<file path="src/rtl/ddr3_wr_dma_pkg.sv">
// Shared AXI encodings and FSM state type for the DDR3 stream write DMA.
package ddr3_wr_dma_pkg;

    localparam logic [1:0] AXI_BURST_INCR = 2'b01;
    localparam logic [2:0] AXI_SIZE_4B    = 3'b010;
    localparam logic [1:0] AXI_RESP_OKAY  = 2'b00;
    localparam logic [3:0] AXI_CACHE_BUF  = 4'b0011;

    typedef enum logic [2:0] {
        IDLE,
        WAIT_INIT,
        ADDR,
        DATA,
        RESP,
        DONE
    } state_t;

endpackage

</file>
<file path="src/rtl/ddr3_wr_dma_fifo.sv">
// Synchronous stream FIFO; pop_data is read straight from the storage flops at the read pointer.
module ddr3_wr_dma_fifo #(
    parameter int DEPTH = 64,
    parameter int WIDTH = 32,
    localparam int AW   = $clog2(DEPTH)
) (
    input  logic             clk,
    input  logic             aresetn,
    input  logic             push,
    input  logic [WIDTH-1:0] push_data,
    input  logic             pop,
    output logic [WIDTH-1:0] pop_data,
    output logic             full,
    output logic             empty,
    output logic [AW:0]      count
);

    logic [WIDTH-1:0] mem_q [DEPTH];
    logic [AW-1:0]    wr_ptr_q, wr_ptr_d;
    logic [AW-1:0]    rd_ptr_q, rd_ptr_d;
    logic [AW:0]      count_q, count_d;
    logic             do_push, do_pop;

    assign full     = (count_q == (AW+1)'(DEPTH));
    assign empty    = (count_q == '0);
    assign count    = count_q;
    assign do_push  = push && !full;
    assign do_pop   = pop && !empty;
    assign pop_data = mem_q[rd_ptr_q];

    always_comb begin
        wr_ptr_d = wr_ptr_q;
        rd_ptr_d = rd_ptr_q;
        count_d  = count_q;
        if (do_push) begin
            wr_ptr_d = wr_ptr_q + 1'b1;
        end
        if (do_pop) begin
            rd_ptr_d = rd_ptr_q + 1'b1;
        end
        // Push and pop in the same cycle leave the occupancy unchanged
        case ({do_push, do_pop})
            2'b10:   count_d = count_q + 1'b1;
            2'b01:   count_d = count_q - 1'b1;
            default: count_d = count_q;
        endcase
    end

    always_ff @(posedge clk or negedge aresetn) begin
        if (!aresetn) begin
            wr_ptr_q <= '0;
            rd_ptr_q <= '0;
            count_q  <= '0;
        end else begin
            wr_ptr_q <= wr_ptr_d;
            rd_ptr_q <= rd_ptr_d;
            count_q  <= count_d;
        end
    end

    always_ff @(posedge clk) begin
        if (do_push) begin
            mem_q[wr_ptr_q] <= push_data;
        end
    end

endmodule

</file>
<file path="src/rtl/ddr3_stream_wr_dma.sv">
// Stream-to-AXI4 write DMA feeding the DDR3 controller, one INCR burst outstanding at a time.
// Define RING_BUF_EN to restart from base_addr in DONE while start is held (continuous ring).
module ddr3_stream_wr_dma
    import ddr3_wr_dma_pkg::*;
#(
    parameter int C_ID_WIDTH   = 3,
    parameter int C_BURST_LEN  = 16,
    parameter int C_FIFO_DEPTH = 64,
    parameter int C_CNT_WIDTH  = 24
) (
    input  logic                   clk,
    input  logic                   aresetn,
    input  logic                   phy_init_done,
    input  logic                   start,
    input  logic [31:0]            base_addr,
    input  logic [C_CNT_WIDTH-1:0] num_words,
    output logic                   busy,
    output logic                   done,
    output logic                   err,
    input  logic [31:0]            s_data,
    input  logic                   s_valid,
    output logic                   s_ready,
    output logic [C_ID_WIDTH-1:0]  m_axi_awid,
    output logic [31:0]            m_axi_awaddr,
    output logic [7:0]             m_axi_awlen,
    output logic [2:0]             m_axi_awsize,
    output logic [1:0]             m_axi_awburst,
    output logic                   m_axi_awlock,
    output logic [3:0]             m_axi_awcache,
    output logic [2:0]             m_axi_awprot,
    output logic [3:0]             m_axi_awqos,
    output logic                   m_axi_awvalid,
    input  logic                   m_axi_awready,
    output logic [31:0]            m_axi_wdata,
    output logic [3:0]             m_axi_wstrb,
    output logic                   m_axi_wlast,
    output logic                   m_axi_wvalid,
    input  logic                   m_axi_wready,
    input  logic [C_ID_WIDTH-1:0]  m_axi_bid,
    input  logic [1:0]             m_axi_bresp,
    input  logic                   m_axi_bvalid,
    output logic                   m_axi_bready
);

    localparam int FIFO_AW = $clog2(C_FIFO_DEPTH);
    localparam logic [C_CNT_WIDTH-1:0] BURST_WORDS = C_CNT_WIDTH'(C_BURST_LEN);

    state_t                 state_q, state_d;
    logic [31:0]            addr_q, addr_d;
    logic [C_CNT_WIDTH-1:0] remaining_q, remaining_d;
    logic [8:0]             beat_q, beat_d;
    logic                   err_q, err_d;
    logic                   ready_en_q;

    logic [C_CNT_WIDTH-1:0] blen;
    logic [FIFO_AW:0]       fifo_count;
    logic [31:0]            fifo_data;
    logic                   fifo_full, fifo_empty;
    logic                   last_beat;
    logic                   unused_inputs;

    ddr3_wr_dma_fifo #(
        .DEPTH (C_FIFO_DEPTH),
        .WIDTH (32)
    ) u_fifo (
        .clk       (clk),
        .aresetn   (aresetn),
        .push      (s_valid && s_ready),
        .push_data (s_data),
        .pop       (m_axi_wvalid && m_axi_wready),
        .pop_data  (fifo_data),
        .full      (fifo_full),
        .empty     (fifo_empty),
        .count     (fifo_count)
    );

    assign blen      = (remaining_q < BURST_WORDS) ? remaining_q : BURST_WORDS;
    assign last_beat = (beat_q == 9'(blen - 1'b1));

    assign busy          = (state_q != IDLE);
    assign err           = err_q;
    assign s_ready       = ready_en_q && !fifo_full;
    assign m_axi_awid    = '0;
    assign m_axi_awaddr  = (state_q == ADDR) ? addr_q : 32'd0;
    assign m_axi_awlen   = (state_q == ADDR) ? 8'(blen - 1'b1) : 8'd0;
    assign m_axi_awsize  = AXI_SIZE_4B;
    assign m_axi_awburst = AXI_BURST_INCR;
    assign m_axi_awlock  = 1'b0;
    assign m_axi_awcache = AXI_CACHE_BUF;
    assign m_axi_awprot  = 3'd0;
    assign m_axi_awqos   = 4'd0;
    assign m_axi_wstrb   = 4'hF;
    assign m_axi_wdata   = (state_q == DATA) ? fifo_data : 32'd0;
    assign m_axi_wlast   = (state_q == DATA) && last_beat;
    assign unused_inputs = ^{m_axi_bid, fifo_empty};

    // AW waits for a whole burst in the FIFO, so W never stalls on the stream side
    always_comb begin
        state_d       = state_q;
        addr_d        = addr_q;
        remaining_d   = remaining_q;
        beat_d        = beat_q;
        err_d         = err_q;
        m_axi_awvalid = 1'b0;
        m_axi_wvalid  = 1'b0;
        m_axi_bready  = 1'b0;
        done          = 1'b0;
        case (state_q)
            IDLE: begin
                if (start) begin
                    state_d     = WAIT_INIT;
                    addr_d      = base_addr;
                    remaining_d = num_words;
                    err_d       = 1'b0;
                end
            end
            WAIT_INIT: begin
                if (phy_init_done) begin
                    state_d = (remaining_q == '0) ? DONE : ADDR;
                end
            end
            ADDR: begin
                m_axi_awvalid = (C_CNT_WIDTH'(fifo_count) >= blen);
                if (m_axi_awvalid && m_axi_awready) begin
                    state_d = DATA;
                    beat_d  = 9'd0;
                end
            end
            DATA: begin
                m_axi_wvalid = 1'b1;
                if (m_axi_wready) begin
                    beat_d = beat_q + 9'd1;
                    if (last_beat) begin
                        state_d = RESP;
                    end
                end
            end
            RESP: begin
                m_axi_bready = 1'b1;
                if (m_axi_bvalid) begin
                    if (m_axi_bresp != AXI_RESP_OKAY) begin
                        err_d = 1'b1;
                    end
                    addr_d      = addr_q + (32'(blen) << 2);
                    remaining_d = remaining_q - blen;
                    state_d     = (remaining_q == blen) ? DONE : ADDR;
                end
            end
            DONE: begin
                done = 1'b1;
`ifdef RING_BUF_EN
                if (start) begin
                    addr_d      = base_addr;
                    remaining_d = num_words;
                    state_d     = (num_words == '0) ? DONE : ADDR;
                end else begin
                    state_d = IDLE;
                end
`else
                state_d = IDLE;
`endif
            end
            default: state_d = IDLE;
        endcase
    end

    always_ff @(posedge clk or negedge aresetn) begin
        if (!aresetn) begin
            state_q     <= IDLE;
            addr_q      <= '0;
            remaining_q <= '0;
            beat_q      <= '0;
            err_q       <= 1'b0;
            ready_en_q  <= 1'b0;
        end else begin
            state_q     <= state_d;
            addr_q      <= addr_d;
            remaining_q <= remaining_d;
            beat_q      <= beat_d;
            err_q       <= err_d;
            ready_en_q  <= 1'b1;
        end
    end

endmodule
</file>
<file path="config.mk">
export PLATFORM = sky130hd
export DESIGN_NAME = ddr3_stream_wr_dma
export DESIGN_NICKNAME = d
export VERILOG_FILES = /design/src/rtl/ddr3_wr_dma_pkg.sv /design/src/rtl/ddr3_wr_dma_fifo.sv /design/src/rtl/ddr3_stream_wr_dma.sv
export SDC_FILE = /design/constraint.sdc
export NUM_CORES = 2
export LEC_CHECK = 0
export BUFFER_PORTS_ARGS = -buffer_cell sky130_fd_sc_hd__buf_2
export CAP_MARGIN = 20
export CORE_MARGIN = 10
export CORE_UTILIZATION = 32
export CTS_BUF_LIST = sky130_fd_sc_hd__clkbuf_8 sky130_fd_sc_hd__clkbuf_16
export CTS_CLUSTER_DIAMETER = 40
export DETAILED_ROUTE_END_ITERATION = 6
export PLACE_DENSITY_LB_ADDON = 0.25
export SETUP_SLACK_MARGIN = 0.02
export SLEW_MARGIN = 20
export SYNTH_ARGS = -nofsm -noshare
export SYNTH_HDL_FRONTEND = slang
export SYNTH_HIERARCHICAL = 1
export SYNTH_SLANG_ARGS = --single-unit
</file>
<file path="constraint.sdc">
create_clock -name clk -period 5.6 [get_ports clk]
set_input_delay 1.68 -clock clk [delete_from_list [all_inputs] [get_ports clk]]
set_output_delay 1.68 -clock clk [all_outputs]
set_load 0.05 [all_outputs]
</file>
==> summary.md <==
| Metric | Value |
|---|---|
| GRT Overall Usage | 17.5% |
| Flop pwr share | 34.1% |
| Most common cell after layout, fill and taps aside | edfxtp_1 |
| Dpl ws | 0.0799 ns |
| Multi-input logic area | 0.0213 mm2 |
| H-tree Lvls | 5 |
| Hold Vio Cnt, Final | 0 |
| Hold WC Path Type | flip-flop to flip-flop |
| Post-synth ARST share | 4.16% |
| Endpoints failing setup | 0 |
| NetSw | 16.8 mW |
| Commonest cells after routing, fill and taps aside | 2,048 x edfxtp_1, 486 x mux4_2, 331 x clkbuf_16 |
| Cell count after placement | 8,047 |
| Post-Layout Cell Count | 8,728 |
| Longest Clk Path Bufs | 4 |
| Port bufs | 177 |
| Post-route DRC | 0 |
| Leakage power | 35.4 nW |
| Register area share after synthesis | 74.7% |
| Power density cells | 513 mW/mm2 |
| Number of distinct library cells after synthesis | 77 |
| Drt first pass iters | 7 |
| F_max | 179 MHz |
| RSZ-0062 raised after global routing | true |
| Total gr overflow | 0 |
| CP required | 3.92 ns |
| Final net count | 5,095 |
| Detail Placement HPWL | 148,000 um |
| Clk_skew | 0.0864 ns |
| Crit-path max FO | 12 |
| Seq. cell area | 0.0637 mm2 |
| Worst ir drop on vdd | 0.283 mV |
| Vias/cell | 5.30 |
| RePlAce Congestion | 0.785 |
| Core Util, Final | 39.9% |
| Clock Latency Late Sink | 0.94 ns |
| Pint | 37.5 mW |
| Max Slew Vio Count | 0 |
| Layout area overhead | 24.1% |
| Post-Syn Area | 0.0853 mm2 |
| Core region area | 0.265 mm2 |
| CP Launch Type | flip-flop |
| Post-synth EDFFs | 2,048 |
| Power consumption | 54.3 mW |
| CTS sink count | 2,137 |
| Initial Util | 32.1% |
| Cts bufs inserted | 318 |
| Antenna Nets Post-Route | 0 |
| Site row count | 189 |
| Slew at the pin with the worst max-slew slack | 0.933 ns |
| Clk slew on worst S/H paths | 0.05 ns |
| Pin count of the biggest net entering global routing | 77 |
| DRT iter0 DRCs | 5,060 |
| Wirelength per Cell | 29.6 um |
| Number of global-route vias before repair | 46.7k |
| Ratio of cells with drive above 1 in the final layout | 33.9% |
| Syn Inst Count | 4,279 |
| CTS tree | built |
| Syn. warnings | 6 |
| Status | completed |
| I/O pins | 205 |
| Initial antenna violation count | 24 |
| CP Capture Type | primary output |
| DRT Wirelength | 258,000 um |
| Filler cell count | 23.8k |
| First-pass GRT wire length | 362,000 um |
| Hold-fix buffer count after cts | 0 |
| Fin crit period | 5.59 ns |
| CTS root buffer | clkbuf_16 |
| Comb pwr share | 30.6% |
| Post-synthesis sequential element count | 2,137 |
| Critical path arrival | 3.91 ns |
| Die W | 536 um |
| Final worst path period share | 99.9% |
| Critical path class | flip-flop to primary output |
| Max-cap violations | 0 |
| Post-route setup slack | 0.00527 ns |
| Clock Power Share | 35.3% |
| Top_reg_cell synth | edfxtp_1 |
| Sw Share | 30.9% |
| Avg Synthesized Cell Area | 19.9 um2 |
| Via count | 46.3k |
| DIE AREA | 0.288 mm2 |
| Worst slew margin | 37.8% |
| Die Y | 536 um |
==> registers in the layout, indices dropped and copies added, names as in the netlist, 3 cells and up <==
signal	cells
beat_q	9
u_fifo/count	7
remaining_q	24
addr_q	32
u_fifo/wr_ptr_q	6
u_fifo/rd_ptr_q	6
u_fifo/mem_q	2048
state_q	3
==> area by class of cell <==
type | instances | area share [%]
Inverter | 32 | 0.123
Clock buffer | 327 | 7.70
Sequential cell | 2137 | 60.2
Antenna cell | 10 | 0.0236
Tap cell | 3533 | 4.18
Clock inverter | 226 | 1.99
Timing Repair Buffer | 575 | 5.69
Multi-Input combinational cell | 1888 | 20.1
==> routing by layer <==
layer	up-vias	track usage (%)	part of all wire, %
met5	-	0	0.032
met4	12	4.10	2.1
met3	386	3.41	6.7
met2	1655	28.8	49
met1	25000	24.0	43
li1	19200	-	-
==> cell usage after synthesis, types with 8 or more instances <==
cell type	count	area, um2
a2111oi_0	11	96.3
a211o_1	14	123
a211oi_1	27	203
a21o_1	13	97.6
a21oi_1	109	546
a221oi_1	18	158
a22oi_1	29	218
a31oi_1	23	144
and2_1	15	93.8
and3_1	77	482
buf_1	28	105
buf_2	61	305
buf_4	57	428
buf_6	16	180
clkbuf_1	105	394
dfrtp_1	89	2230
edfxtp_1	2048	61500
ha_1	40	500
inv_1	26	97.6
mux2_2	14	158
mux2i_1	211	2110
mux4_2	486	10900
nand2_1	146	548
nand2b_1	8	50.1
nand3_1	39	195
nand4_1	9	56.3
nor2_1	170	638
nor2b_1	16	100
nor3_1	16	80.1
o21ai_0	102	510
o21ai_1	8	40.0
o221ai_1	39	342
o22ai_1	42	263
o31ai_1	11	82.6
or3_1	9	56.3
xnor2_1	25	219
xor2_1	13	114
==> power by group through the flow <==
stage               combinational (mW)  sequential [mW]  clock (mW)
CTS                               16.3             18.5        19.5
global route                      17.5             18.6        20.2
finish                            16.6             18.5        19.2
floorplan                         9.34             18.6           0
global placement                  14.5             18.9           0
detailed placement                14.6             18.9           0
==> stage by stage <==
stage | setup TNS [ns] | hold WS, ns | cell area [um2]
final | 0 | 0.470 | 106000
after global routing | -0.418 | 0.498 | 106000
after CTS | -0.140 | 0.472 | 105000
after detailed placement | 0 | 0.462 | 93100
after global placement | 0 | 0.466 | 93100
after floorplan | 0 | 0.438 | 85500
==> cells by family after synthesis <==
logic type,Yosys count,share of synthesized area [%]
XOR/XNOR,38,0.390
adder cells (fa/ha/maj),42,0.634
AND/OR/NAND/NOR,547,3.08
other,2,0.00881
flip-flops,2137,74.7
multiplexers,711,15.5
AO/OA/AOI/OAI,503,3.88
buffers and inverters,299,1.80
==> worst max-delay path, stage by stage (launching register included) <==
cell and delay [ns]:
dfrtp_4 0.45, buf_8 0.15, buf_12 0.15, buf_16 0.18
mux4_2 0.50, mux4_2 0.49, a22oi_2 0.43, o31ai_4 0.17
and3_4 0.26, buf_8 0.17
==> path summary, 6_finish.rpt <==
path                             endpoint               start  slack (ns)  cells past startpoint
setup reg to reg               addr_q[29]     remaining_q[12]        0.21                     21
hold reg to reg                 addr_q[1]           addr_q[1]        0.47                      2
min in group asynchronous       beat_q[0]             aresetn        0.87                      1
setup / recovery           m_axi_wdata[3]  u_fifo/rd_ptr_q[0]       0.005                      9
hold / removal                  addr_q[1]           addr_q[1]        0.47                      2
max in group asynchronous      addr_q[24]             aresetn        3.62                      2
==> what timing repair did <==
item | CTS | global route
pin swaps | 15 | 10
buffers inserted | 56 | 39
endpoints found under the setup margin | 34 | 37
gates resized for setup | 187 | 55
endpoints found under the hold margin | 0 | 0
cloned | 18 | 7
(Power assumes the default switching activity.)
